`src/rtl/mem_rw_pkg.sv`:
```
// +------------------------------------------------------------------------+
// | mem_rw_pkg : shared widths, response tuple and sizing helper for mem_rw |
// | Revision   : 1.0                                                        |
// +------------------------------------------------------------------------+
`default_nettype none

package mem_rw_pkg;

  localparam int c_ADDR_W = 4;
  localparam int c_DATA_W = 32;

  typedef struct packed {
    logic [c_DATA_W-1:0] data;
    logic [c_ADDR_W-1:0] addr;
    logic                err;
  } rsp_t;

  // Width of a counter that must reach depth itself (not depth-1).
  function automatic int cnt_width(input int depth);
    return $clog2(depth + 1);
  endfunction

endpackage

`default_nettype wire

```
`src/rtl/mem_rw_ctrl_if.sv`:
```
// +------------------------------------------------------------------------+
// | mem_rw_ctrl_if : request/response bus of mem_rw_ctrl                    |
// | Revision       : 1.0                                                    |
// +------------------------------------------------------------------------+
`default_nettype none

interface mem_rw_ctrl_if
  import mem_rw_pkg::*;
#(
  parameter int ADDR_W    = c_ADDR_W,
  parameter int DATA_W    = c_DATA_W,
  parameter int RSP_DEPTH = 4
);

  localparam int c_CNT_W = cnt_width(RSP_DEPTH);

  logic              req_valid;
  logic              req_ready;
  logic              req_write;
  logic [ADDR_W-1:0] req_addr;
  logic [DATA_W-1:0] req_wdata;
  logic              rsp_valid;
  logic              rsp_ready;
  logic [DATA_W-1:0] rsp_rdata;
  logic [ADDR_W-1:0] rsp_addr;
  logic              rsp_err;
  logic [c_CNT_W-1:0] rd_outstanding;

  modport master (
    output req_valid, req_write, req_addr, req_wdata, rsp_ready,
    input  req_ready, rsp_valid, rsp_rdata, rsp_addr, rsp_err, rd_outstanding
  );

  modport slave (
    input  req_valid, req_write, req_addr, req_wdata, rsp_ready,
    output req_ready, rsp_valid, rsp_rdata, rsp_addr, rsp_err, rd_outstanding
  );

endinterface

`default_nettype wire

```
`src/rtl/mem_rsp_fifo.sv`:
```
// +------------------------------------------------------------------------+
// | mem_rsp_fifo : synchronous FIFO of read-response tuples                 |
// | Revision     : 1.0                                                      |
// +------------------------------------------------------------------------+
`default_nettype none

module mem_rsp_fifo
  import mem_rw_pkg::*;
#(
  parameter int  DEPTH   = 4,
  parameter type T_ENTRY = rsp_t,
  parameter int  CNT_W   = cnt_width(DEPTH)
) (
  input  wire logic       clk,
  input  wire logic       rst,
  input  wire logic       i_push,
  input  wire T_ENTRY     i_data,
  input  wire logic       i_pop,
  output T_ENTRY          o_data,
  output logic            o_full,
  output logic            o_empty,
  output logic [CNT_W-1:0] o_count
);

  localparam int                 c_PTR_W = (DEPTH > 1) ? $clog2(DEPTH) : 1;
  localparam logic [c_PTR_W-1:0] c_LAST  = c_PTR_W'(DEPTH - 1);

  T_ENTRY             r_mem [DEPTH];
  logic [c_PTR_W-1:0] r_wr_ptr;
  logic [c_PTR_W-1:0] r_rd_ptr;
  logic [CNT_W-1:0]   r_count;
  logic               w_do_pop;
  logic               w_do_push;

  assign o_full    = (r_count == CNT_W'(DEPTH));
  assign o_empty   = (r_count == '0);
  assign o_count   = r_count;
  assign o_data    = r_mem[r_rd_ptr];
  assign w_do_pop  = i_pop && !o_empty;
  assign w_do_push = i_push && (!o_full || w_do_pop);

  // Explicit wrap compare keeps non-power-of-two depths correct.
  always_ff @(posedge clk) begin
    if (rst) begin
      r_wr_ptr <= '0;
      r_rd_ptr <= '0;
      r_count  <= '0;
    end else begin
      if (w_do_push) begin
        r_wr_ptr <= (r_wr_ptr == c_LAST) ? '0 : r_wr_ptr + c_PTR_W'(1);
      end
      if (w_do_pop) begin
        r_rd_ptr <= (r_rd_ptr == c_LAST) ? '0 : r_rd_ptr + c_PTR_W'(1);
      end
      case ({w_do_push, w_do_pop})
        2'b10:   r_count <= r_count + CNT_W'(1);
        2'b01:   r_count <= r_count - CNT_W'(1);
        default: r_count <= r_count;
      endcase
    end
  end

  always_ff @(posedge clk) begin
    if (w_do_push) begin
      r_mem[r_wr_ptr] <= i_data;
    end
  end

endmodule

`default_nettype wire

```
`src/rtl/mem_rw_ctrl.sv`:
```
// +------------------------------------------------------------------------+
// | mem_rw_ctrl : memory array, fixed read latency, credit-limited reads;   |
// |               MEM_RW_CTRL_UNINIT_CHK_EN adds unwritten-read flagging    |
// | Revision    : 1.0                                                       |
// +------------------------------------------------------------------------+
`default_nettype none

module mem_rw_ctrl
  import mem_rw_pkg::*;
#(
  parameter int ADDR_W    = c_ADDR_W,
  parameter int DATA_W    = c_DATA_W,
  parameter int READ_LAT  = 2,
  parameter int RSP_DEPTH = 4
) (
  input wire logic     clk,
  input wire logic     reset,
  mem_rw_ctrl_if.slave bus
);

  localparam int                 c_WORDS   = 2 ** ADDR_W;
  localparam int                 c_CNT_W   = cnt_width(RSP_DEPTH);
  localparam logic [c_CNT_W-1:0] c_CREDITS = c_CNT_W'(RSP_DEPTH);

  // Same layout as rsp_t, but sized by this instance's parameters.
  typedef struct packed {
    logic [DATA_W-1:0] data;
    logic [ADDR_W-1:0] addr;
    logic              err;
  } entry_t;

  logic [DATA_W-1:0]  r_mem [c_WORDS];
  logic [c_CNT_W-1:0] r_outstanding;

  logic               w_req_ready;
  logic               w_wr_acc;
  logic               w_rd_acc;
  logic               w_rd_err;
  logic               w_push;
  logic               w_pop;
  logic               w_fifo_full;
  logic               w_fifo_empty;
  logic [c_CNT_W-1:0] w_fifo_count;
  entry_t             w_rd_entry;
  entry_t             w_push_entry;
  entry_t             w_head;

  // Writes share the credit gate so req_ready never depends on the request type.
  assign w_req_ready = !reset && (r_outstanding < c_CREDITS);
  assign w_wr_acc    = bus.req_valid && w_req_ready && bus.req_write;
  assign w_rd_acc    = bus.req_valid && w_req_ready && !bus.req_write;

  assign w_rd_entry.data = r_mem[bus.req_addr];
  assign w_rd_entry.addr = bus.req_addr;
  assign w_rd_entry.err  = w_rd_err;

  always_ff @(posedge clk) begin
    if (w_wr_acc) begin
      r_mem[bus.req_addr] <= bus.req_wdata;
    end
  end

`ifdef MEM_RW_CTRL_UNINIT_CHK_EN
  logic [c_WORDS-1:0] r_written;

  always_ff @(posedge clk) begin
    if (reset) begin
      r_written <= '0;
    end else if (w_wr_acc) begin
      r_written[bus.req_addr] <= 1'b1;
    end
  end

  assign w_rd_err = !r_written[bus.req_addr];
`else
  assign w_rd_err = 1'b0;
`endif

  generate
    if (READ_LAT > 1) begin : g_pipe
      localparam int c_STAGES = READ_LAT - 1;

      logic [c_STAGES-1:0] r_stg_vld;
      entry_t              r_stg [c_STAGES];

      always_ff @(posedge clk) begin
        if (reset) begin
          r_stg_vld <= '0;
        end else begin
          r_stg_vld[0] <= w_rd_acc;
          for (int i = 1; i < c_STAGES; i++) begin
            r_stg_vld[i] <= r_stg_vld[i-1];
          end
        end
      end

      always_ff @(posedge clk) begin
        r_stg[0] <= w_rd_entry;
        for (int i = 1; i < c_STAGES; i++) begin
          r_stg[i] <= r_stg[i-1];
        end
      end

      assign w_push       = r_stg_vld[c_STAGES-1];
      assign w_push_entry = r_stg[c_STAGES-1];
    end else begin : g_direct
      assign w_push       = w_rd_acc;
      assign w_push_entry = w_rd_entry;
    end
  endgenerate

  mem_rsp_fifo #(
    .DEPTH   (RSP_DEPTH),
    .T_ENTRY (entry_t),
    .CNT_W   (c_CNT_W)
  ) u_rsp_fifo (
    .clk     (clk),
    .rst     (reset),
    .i_push  (w_push),
    .i_data  (w_push_entry),
    .i_pop   (w_pop),
    .o_data  (w_head),
    .o_full  (w_fifo_full),
    .o_empty (w_fifo_empty),
    .o_count (w_fifo_count)
  );

  assign w_pop = !w_fifo_empty && bus.rsp_ready;

  always_ff @(posedge clk) begin
    if (reset) begin
      r_outstanding <= '0;
    end else if (w_rd_acc && !w_pop) begin
      r_outstanding <= r_outstanding + c_CNT_W'(1);
    end else if (!w_rd_acc && w_pop) begin
      r_outstanding <= r_outstanding - c_CNT_W'(1);
    end
  end

  // Response outputs read as zero whenever nothing is being presented.
  assign bus.req_ready      = w_req_ready;
  assign bus.rsp_valid      = !w_fifo_empty;
  assign bus.rsp_rdata      = w_fifo_empty ? '0 : w_head.data;
  assign bus.rsp_addr       = w_fifo_empty ? '0 : w_head.addr;
  assign bus.rsp_err        = w_fifo_empty ? 1'b0 : w_head.err;
  assign bus.rd_outstanding = r_outstanding;

  a_no_overflow : assert property (@(posedge clk) disable iff (reset)
    !(w_push && w_fifo_full && !w_pop));

  a_fifo_bound : assert property (@(posedge clk) disable iff (reset)
    w_fifo_count <= r_outstanding);

endmodule

`default_nettype wire

```
`src/flat_wrapper.sv`:
```
// flat-port wrapper written by rule: the top's interface ports become plain ports
module mem_rw_ctrl_flat import mem_rw_pkg::*;
#(
  parameter int ADDR_W    = c_ADDR_W,
  parameter int DATA_W    = c_DATA_W,
  parameter int READ_LAT  = 2,
  parameter int RSP_DEPTH = 4
)
  (clk, reset, bus_req_valid, bus_req_write, bus_req_addr, bus_req_wdata, bus_rsp_ready, bus_req_ready, bus_rsp_valid, bus_rsp_rdata, bus_rsp_addr, bus_rsp_err, bus_rd_outstanding);
  mem_rw_ctrl_if #(.ADDR_W(ADDR_W), .DATA_W(DATA_W), .RSP_DEPTH(RSP_DEPTH)) bus_i ();
  input wire logic clk;
  input wire logic reset;
  input wire logic [$bits(bus_i.req_valid)-1:0] bus_req_valid;
  input wire logic [$bits(bus_i.req_write)-1:0] bus_req_write;
  input wire logic [$bits(bus_i.req_addr)-1:0] bus_req_addr;
  input wire logic [$bits(bus_i.req_wdata)-1:0] bus_req_wdata;
  input wire logic [$bits(bus_i.rsp_ready)-1:0] bus_rsp_ready;
  output wire logic [$bits(bus_i.req_ready)-1:0] bus_req_ready;
  output wire logic [$bits(bus_i.rsp_valid)-1:0] bus_rsp_valid;
  output wire logic [$bits(bus_i.rsp_rdata)-1:0] bus_rsp_rdata;
  output wire logic [$bits(bus_i.rsp_addr)-1:0] bus_rsp_addr;
  output wire logic [$bits(bus_i.rsp_err)-1:0] bus_rsp_err;
  output wire logic [$bits(bus_i.rd_outstanding)-1:0] bus_rd_outstanding;
  assign bus_i.req_valid = bus_req_valid;
  assign bus_i.req_write = bus_req_write;
  assign bus_i.req_addr = bus_req_addr;
  assign bus_i.req_wdata = bus_req_wdata;
  assign bus_i.rsp_ready = bus_rsp_ready;
  assign bus_req_ready = bus_i.req_ready;
  assign bus_rsp_valid = bus_i.rsp_valid;
  assign bus_rsp_rdata = bus_i.rsp_rdata;
  assign bus_rsp_addr = bus_i.rsp_addr;
  assign bus_rsp_err = bus_i.rsp_err;
  assign bus_rd_outstanding = bus_i.rd_outstanding;
  mem_rw_ctrl #(.ADDR_W(ADDR_W), .DATA_W(DATA_W), .READ_LAT(READ_LAT), .RSP_DEPTH(RSP_DEPTH)) u_core (.clk(clk), .reset(reset), .bus(bus_i));
endmodule
```
`config.mk`:
```
export PLATFORM = sky130hd
export DESIGN_NAME = mem_rw_ctrl_flat
export DESIGN_NICKNAME = d
export VERILOG_FILES = /design/src/rtl/mem_rw_pkg.sv /design/src/rtl/mem_rw_ctrl_if.sv /design/src/rtl/mem_rsp_fifo.sv /design/src/rtl/mem_rw_ctrl.sv /design/src/flat_wrapper.sv
export SDC_FILE = /design/constraint.sdc
export NUM_CORES = 1
export LEC_CHECK = 0
export BUFFER_PORTS_ARGS = -buffer_cell sky130_fd_sc_hd__buf_2
export CORE_ASPECT_RATIO = 0.6
export CORE_UTILIZATION = 55
export CTS_CLUSTER_SIZE = 28
export DETAILED_ROUTE_END_ITERATION = 8
export GPL_TIMING_DRIVEN = 0
export PLACE_DENSITY = 0.8
export SLEW_MARGIN = 10
export SYNTH_ARGS = -nofsm -noshare
export SYNTH_HDL_FRONTEND = slang
export SYNTH_SLANG_ARGS = --single-unit
```
`constraint.sdc`:
```
create_clock -name clk -period 4.83 [get_ports clk]
set_input_delay 0.2415 -clock clk [delete_from_list [all_inputs] [get_ports clk]]
set_output_delay 0.2415 -clock clk [all_outputs]
set_load 0.03 [all_outputs]
```
Word-level counts from Yosys, hierarchy flattened

Memories as Yosys holds them, arrays and structs flattened. A register that Yosys moved wholly into a read port is not among the register bits.
Index checks and enable logic that the tools add are counted.

ROM bits: 0
Bits of input ports: 41
Memories kept: 3
Register bits after elaboration: 11
Bits in latches: 0
Memory bits (writable): 696
Word-level logic and storage cells: 53
Output and inout port bits: 42

Multiply operators: 0
$lt $le $gt $ge: 1
Reductions and logical operators: 19
$add $sub $neg: 6
Shift operators: 0
Bitwise operators: 0
Mux-type cells: 14
Divide/modulo/power cells: 0
Equality and inequality tests: 5

Memories:

| memory                  | words | width | rd ports | clocked after memory_dff | write ports | line               | RTL |
|---|---|---|---|---|---|---|---|
| u_core.r_mem            | 16    | 32    | 1        | 0                        | 1           | mem_rw_ctrl.sv:32  | `logic [DATA_W-1:0] r_mem [c_WORDS];` |
| u_core.u_rsp_fifo.r_mem | 4     | 37    | 1        | 1                        | 1           | mem_rsp_fifo.sv:28 | `T_ENTRY r_mem [DEPTH];` |
| u_core.g_pipe.r_stg     | 1     | 36    | 1        | 0                        | 1           | mem_rw_ctrl.sv:84  | `entry_t r_stg [c_STAGES];` |

Operator list:

| cell                | number |
|---|---|
| $mux 32             | 1 |
| $logic_and 1x1->1   | 9 |
| $mux 2              | 4 |
| $add 3x1->3 const B | 2 |
| $eq 2x2->1 const B  | 3 |
| $logic_not 1->1     | 6 |
| $mux 3              | 2 |
| $pmux 3 s2          | 1 |
| $sub 3x1->3 const B | 2 |
| $mux 1              | 5 |
| $add 2x1->2 const B | 2 |
| $mux 4              | 1 |
| $reduce_bool 2->1   | 2 |
| $eq 3x3->1 const B  | 1 |
| $logic_not 3->1     | 1 |
| $lt 3x3->1 const B  | 1 |
| $eq 2x1->1 const B  | 1 |
| $logic_or 1x1->1    | 1 |

Longest topological paths before layout

Word-level depth: 8
Mapped depth: 9
Depth with buffers taken out: 9

Cells and area by module

Synthesis repeated with hierarchy kept, for this count alone.

Cell total of the unflattened synthesis: 1,171
Area, all modules: 26,325.2 um^2

Modules (own cells, without submodules):

| module       | instances | seq. area each (um^2) | cells each | area an instance (um^2) |
|---|---|---|---|---|
| mem_rw_ctrl  | 1         | 16,175.5              | 912        | 20,418.3 |
| mem_rsp_fifo | 1         | 4,624.4               | 259        | 5,906.9 |

Least setup slack after synthesis

OpenSTA, ideal clock, no wires.

Path type: register to register
Start point: register u_core.r_outstanding[2], in the netlist u_core.bus.rd_outstanding[2]
End point: memory u_core.r_mem[2][0] in the netlist's numbering, enable pin
Period minus slack after synthesis: 4,014 ps
Path slack: 816 ps
Buffers on the path: 0
Stages on the path, launching flop included: 5
Library setup time: 461 ps
Data arrival time: 3,553 ps
Required time: 4,369 ps
Cell sequence: dfxtp_1 -> nor2_1 -> and3_1 -> nand3b_1 -> nor3_1

Cells in the longest elaborated chain, start to end: 6

Ends and longest elaborated chain:

| element                         | line               | RTL |
|---|---|---|
| from (decl)                     | mem_rw_ctrl.sv:33  | `logic [c_CNT_W-1:0] r_outstanding;` |
| from (signal assigned)          | mem_rw_ctrl.sv:134 | `r_outstanding <= r_outstanding + c_CNT_W'(1);` |
| from (signal assigned)          | mem_rw_ctrl.sv:136 | `r_outstanding <= r_outstanding - c_CNT_W'(1);` |
| $lt 3x3->1                      | mem_rw_ctrl.sv:49  | `assign w_req_ready = !reset && (r_outstanding < c_CREDITS);` |
| $logic_and 1x1->1               | mem_rw_ctrl.sv:49  |  |
| named net bus_req_ready         | flat_wrapper.sv:18 | `output wire logic [$bits(bus_i.req_ready)-1:0] bus_req_ready;` |
| $logic_and 1x1->1 (2 in series) | mem_rw_ctrl.sv:50  | `assign w_wr_acc = bus.req_valid && w_req_ready && bus.req_write;` |
| $mux 1                          | mem_rw_ctrl.sv:58  | `if (w_wr_acc) begin` |
| $mux 1 (implied by the code)    | mem_rw_ctrl.sv:59  | `r_mem[bus.req_addr] <= bus.req_wdata;` |
| to (decl)                       | mem_rw_ctrl.sv:32  |  |

The timed path passes the listed nets, and every way through them passes these cells.

Worst setup path in the final report

Start point: input bus_req_addr[1]
End point: memory u_core.r_mem[2][11] in the netlist's numbering, enable pin

RTL lines:

| element     | line               | RTL |
|---|---|---|
| from (decl) | flat_wrapper.sv:15 | `input wire logic [$bits(bus_i.req_addr)-1:0] bus_req_addr;` |

No word-level cell before the write port.

==> metrics.md <==
| Metric | Value |
|---|---|
| Finished Core Util | `~64%` |
| Final Critical Period | `roughly 3700 ps` |
| Pin count of the biggest net entering global routing | `22` |
| Detailed Routing Iterations Pass 1 | `5` |
| Pins over their slew limit | `0` |
| TritonCTS clock tree | `built` |
| Fin Hold WS | `approximately 31 ps` |
| Total Neg Setup Slack | `0 ps` |
| Top cells by area, synth | `edfxtp_1, mux4_2, dfxtp_1` |
| Clk_lat worst skew | `590 ps` |
| DIE WIDTH | `between 200 and 300 um` |
| Fin crit share | `77.2%` |
| Hold violation count in the final report | `0` |
| Final setup skew | `15.2 ps` |
| TritonCTS buffer count | `57` |
| Ports | `83` |
| # hold bufs at CTS | `6` |
| Synth top area share | `75.4%` |
| Core area | `0.0466 mm^2` |
| Worst-path maximum fanout | `10` |
| Final #Nets | `approximately 1400` |
| Clk slew on worst S/H paths | `70 ps` |
| Die H | `171 um` |
| Initial Util | `between 50% and 60%` |
| HP Class | `in -> reg` |
| Most used DFF post-synth | `edfxtp_1` |
| Global-route wire length before repair | `approximately 84 mm` |
| Cell count after synthesis | `roughly 1200` |
| Number of nets with antenna violations after routing | `0` |
| Seq pwr share | `56.4%` |
| Seq/Total Area, Yosys | `a little under 80%` |
| Worst slew pin tran | `around 1000 ps` |
| Depth of the CTS H-tree | `2` |
| Clock power frac | `a little under two fifths` |
| Distinct cells, synth | `38` |
| Cell with the most instances after synthesis | `edfxtp_1` |
| Data required time of the worst path | `between 5000 and 6000 ps` |
| Clock Path Buffers | `3` |
| Max Cap Viol | `0` |
| Critical path class | `in -> reg` |
| Syn Nets | `1208` |
| Post-synthesis async set-or-reset flop share | `0%` |
| Pwr Density | `~400 mW/mm^2` |
| Area growth from synthesis to layout | `14.4%` |
| Fillers | `2930` |
| Setup crit end kind | `flip-flop` |
| DR iter-0 viols | `1493` |
| Synth cell count leaders | `edfxtp_1, mux4_2, a22oi_1` |
| CTS root buf | `clkbuf_16` |
| Yosys reg bits | `a little over 700` |
| Vias/cell | `roughly 6.3` |
| Pint | `about 9.5 mW` |
| GR Overflow Total | `0` |
| Outcome | `complete, no violations` |
| Placement Rows | `between 60 and 70` |
| Die outline area | `a little under 0.05 mm^2` |
| DRT Wirelength | `57.5 mm` |
| Initial antenna violation count | `2` |
| Placed cell count | `between 1500 and 2000` |
| Hpwl dp | `~37 mm` |
| Share of cells above drive strength 1 | `29.3%` |
| Wire per inst | `approximately 29 um` |
| Sequential Area | `a little over 0.02 mm^2` |
| Peak supply drop | `0.000318 V` |
| I/O Buffers | `80` |
| Sw Ratio | `20.9%` |
| Startpoint types | `primary input` |
| Yosys warning total | `0` |
| Total number of vias | `about 13000` |
| TritonCTS Sinks | `roughly 710` |
| Max transition margin | `about 33%` |
| Yosys top cell by area | `edfxtp_1` |
| Number of remaining DRC errors | `0` |
| RSZ-0062 raised after global routing | `false` |
| Number of synthesized flops with an enable pin | `approximately 660` |
| Combinational Power Share | `under 10%` |
| Post-synthesis instance area | `roughly 0.026 mm^2` |
| Multi-input logic area | `approximately 0.0052 mm^2` |
| Worst path arrival time | `~4000 ps` |
| Vias in the first global route | `approximately 13000` |
| GP Congestion | `around 0.77` |
| All-layer global routing usage | `24.1%` |
| Net Sw Power | `2.52 mW` |
| Average cell area after synthesis | `around 23 um^2` |
| Final setup vio count | `0` |
| Maximum clock rate | `between 200 and 300 MHz` |
| Post-Layout Cell Count | `2012` |
| Post-cts sizing count | `0` |
| Leakage | `between 9 and 10 nW` |
| Setup bufs post-CTS | `0` |
==> critical path, cell delays in order <==
cell	delay, ps
dlygate4sd3_1	540
buf_2	110
buf_2	200
buf_2	320
clkbuf_1	680
nand3b_1	540
nor3_2	900
buf_4	320
buf_6	170
==> registers in the layout (all words and copies together) (netlist names), named ones only <==
name                        cells
u_core.u_rsp_fifo.o_count       3
u_core.bus.rd_outstanding       3
u_core.u_rsp_fifo.r_mem       144
u_core.u_rsp_fifo.r_rd_ptr      2
u_core.r_mem                  512
u_core.u_rsp_fifo.r_wr_ptr      2
u_core.g_pipe.r_stg_vld         1
u_core.g_pipe.r_stg            36
==> layout by cell type, fill, tap and decap left out, types with 4 or more instances in the layout <==
cell | Yosys | routed
buf_12 | 0 | 6
a21oi_1 | 4 | 4
clkinv_1 | 0 | 6
edfxtp_1 | 656 | 656
buf_16 | 0 | 10
and2_1 | 41 | 37
mux4_2 | 164 | 164
nor2_1 | 24 | 12
clkbuf_8 | 0 | 6
a22oi_1 | 64 | 64
buf_2 | 14 | 94
nor2_4 | 0 | 12
clkbuf_1 | 37 | 53
and2_2 | 0 | 4
ha_1 | 6 | 6
xor2_1 | 4 | 4
nor3_2 | 0 | 4
buf_4 | 4 | 14
clkbuf_16 | 0 | 59
buf_6 | 8 | 15
nand2_1 | 40 | 40
dfxtp_1 | 49 | 49
bufinv_16 | 0 | 4
inv_1 | 5 | 5
clkinv_2 | 0 | 7
dlygate4sd3_1 | 0 | 6
==> cell type report <==
| cell class | instances | area share, % |
|---|---|---|
| multi-input cells | 384 | 17.4 |
| plain buffers | 64 | 1.11 |
| well taps | 630 | 2.64 |
| clock inverters | 22 | 0.737 |
| repair buffers | 119 | 3.38 |
| flip-flops and latches | 705 | 69.2 |
| inverters | 6 | 0.0754 |
| clock buffers | 81 | 5.42 |
| diodes | 1 | 0.00838 |
==> path summary, 6_finish.rpt <==
kind | to | cells after the start | from | slack [ps]
worst max-delay path | u_core.r_mem[2][11] | 9 | bus_req_addr[1] | 1100
worst min-delay path | u_core.r_mem[0][2] | 1 | bus_req_wdata[2] | 30
worst max register to register | u_core.r_mem[2][11] | 6 | u_core.bus.rd_outstanding[2] | 1930
worst min register to register | u_core.u_rsp_fifo.r_mem[3][27] | 0 | u_core.g_pipe.r_stg[0][26] | 480
==> cell families after synthesis <==
group                      synth area share (%)
AOI/OAI and AO/OA                          2.18
xor gates and xnor gates                  0.134
adders and majority gates                 0.441
buffers and inverters                      1.36
DFF                                        79.2
muxes                                      14.3
other                                    0.0144
and+or+nand+nor                            2.43
==> through the flow <==
stage	instance area (um^2)	power (mW)	worst slack, ps
CTS	29900	12.1	1240
global route	29900	12.4	1050
finish	29900	12.1	1100
detailed placement	28000	7.55	1190
floorplan	26100	7.30	816
global placement	27300	7.51	-2160
==> layer usage <==
layer  wire length (um)  share of wire [%]  GRT usage, %
met5                  0                  0             0
met4               1540                2.7          7.05
met1              23000                 40          34.7
met3               5630                9.8          5.29
met2              27300                 48          37.7
==> power groups by stage <==
stage	combinational, mW	sequential (mW)	clock, mW
final	0.625	6.81	4.63
after global routing	0.663	6.81	4.90
after CTS	0.625	6.81	4.67
after detailed placement	0.614	6.94	0
after global placement	0.577	6.93	0
after floorplan	0.366	6.93	0
Power figures use the tool's default switching activity.
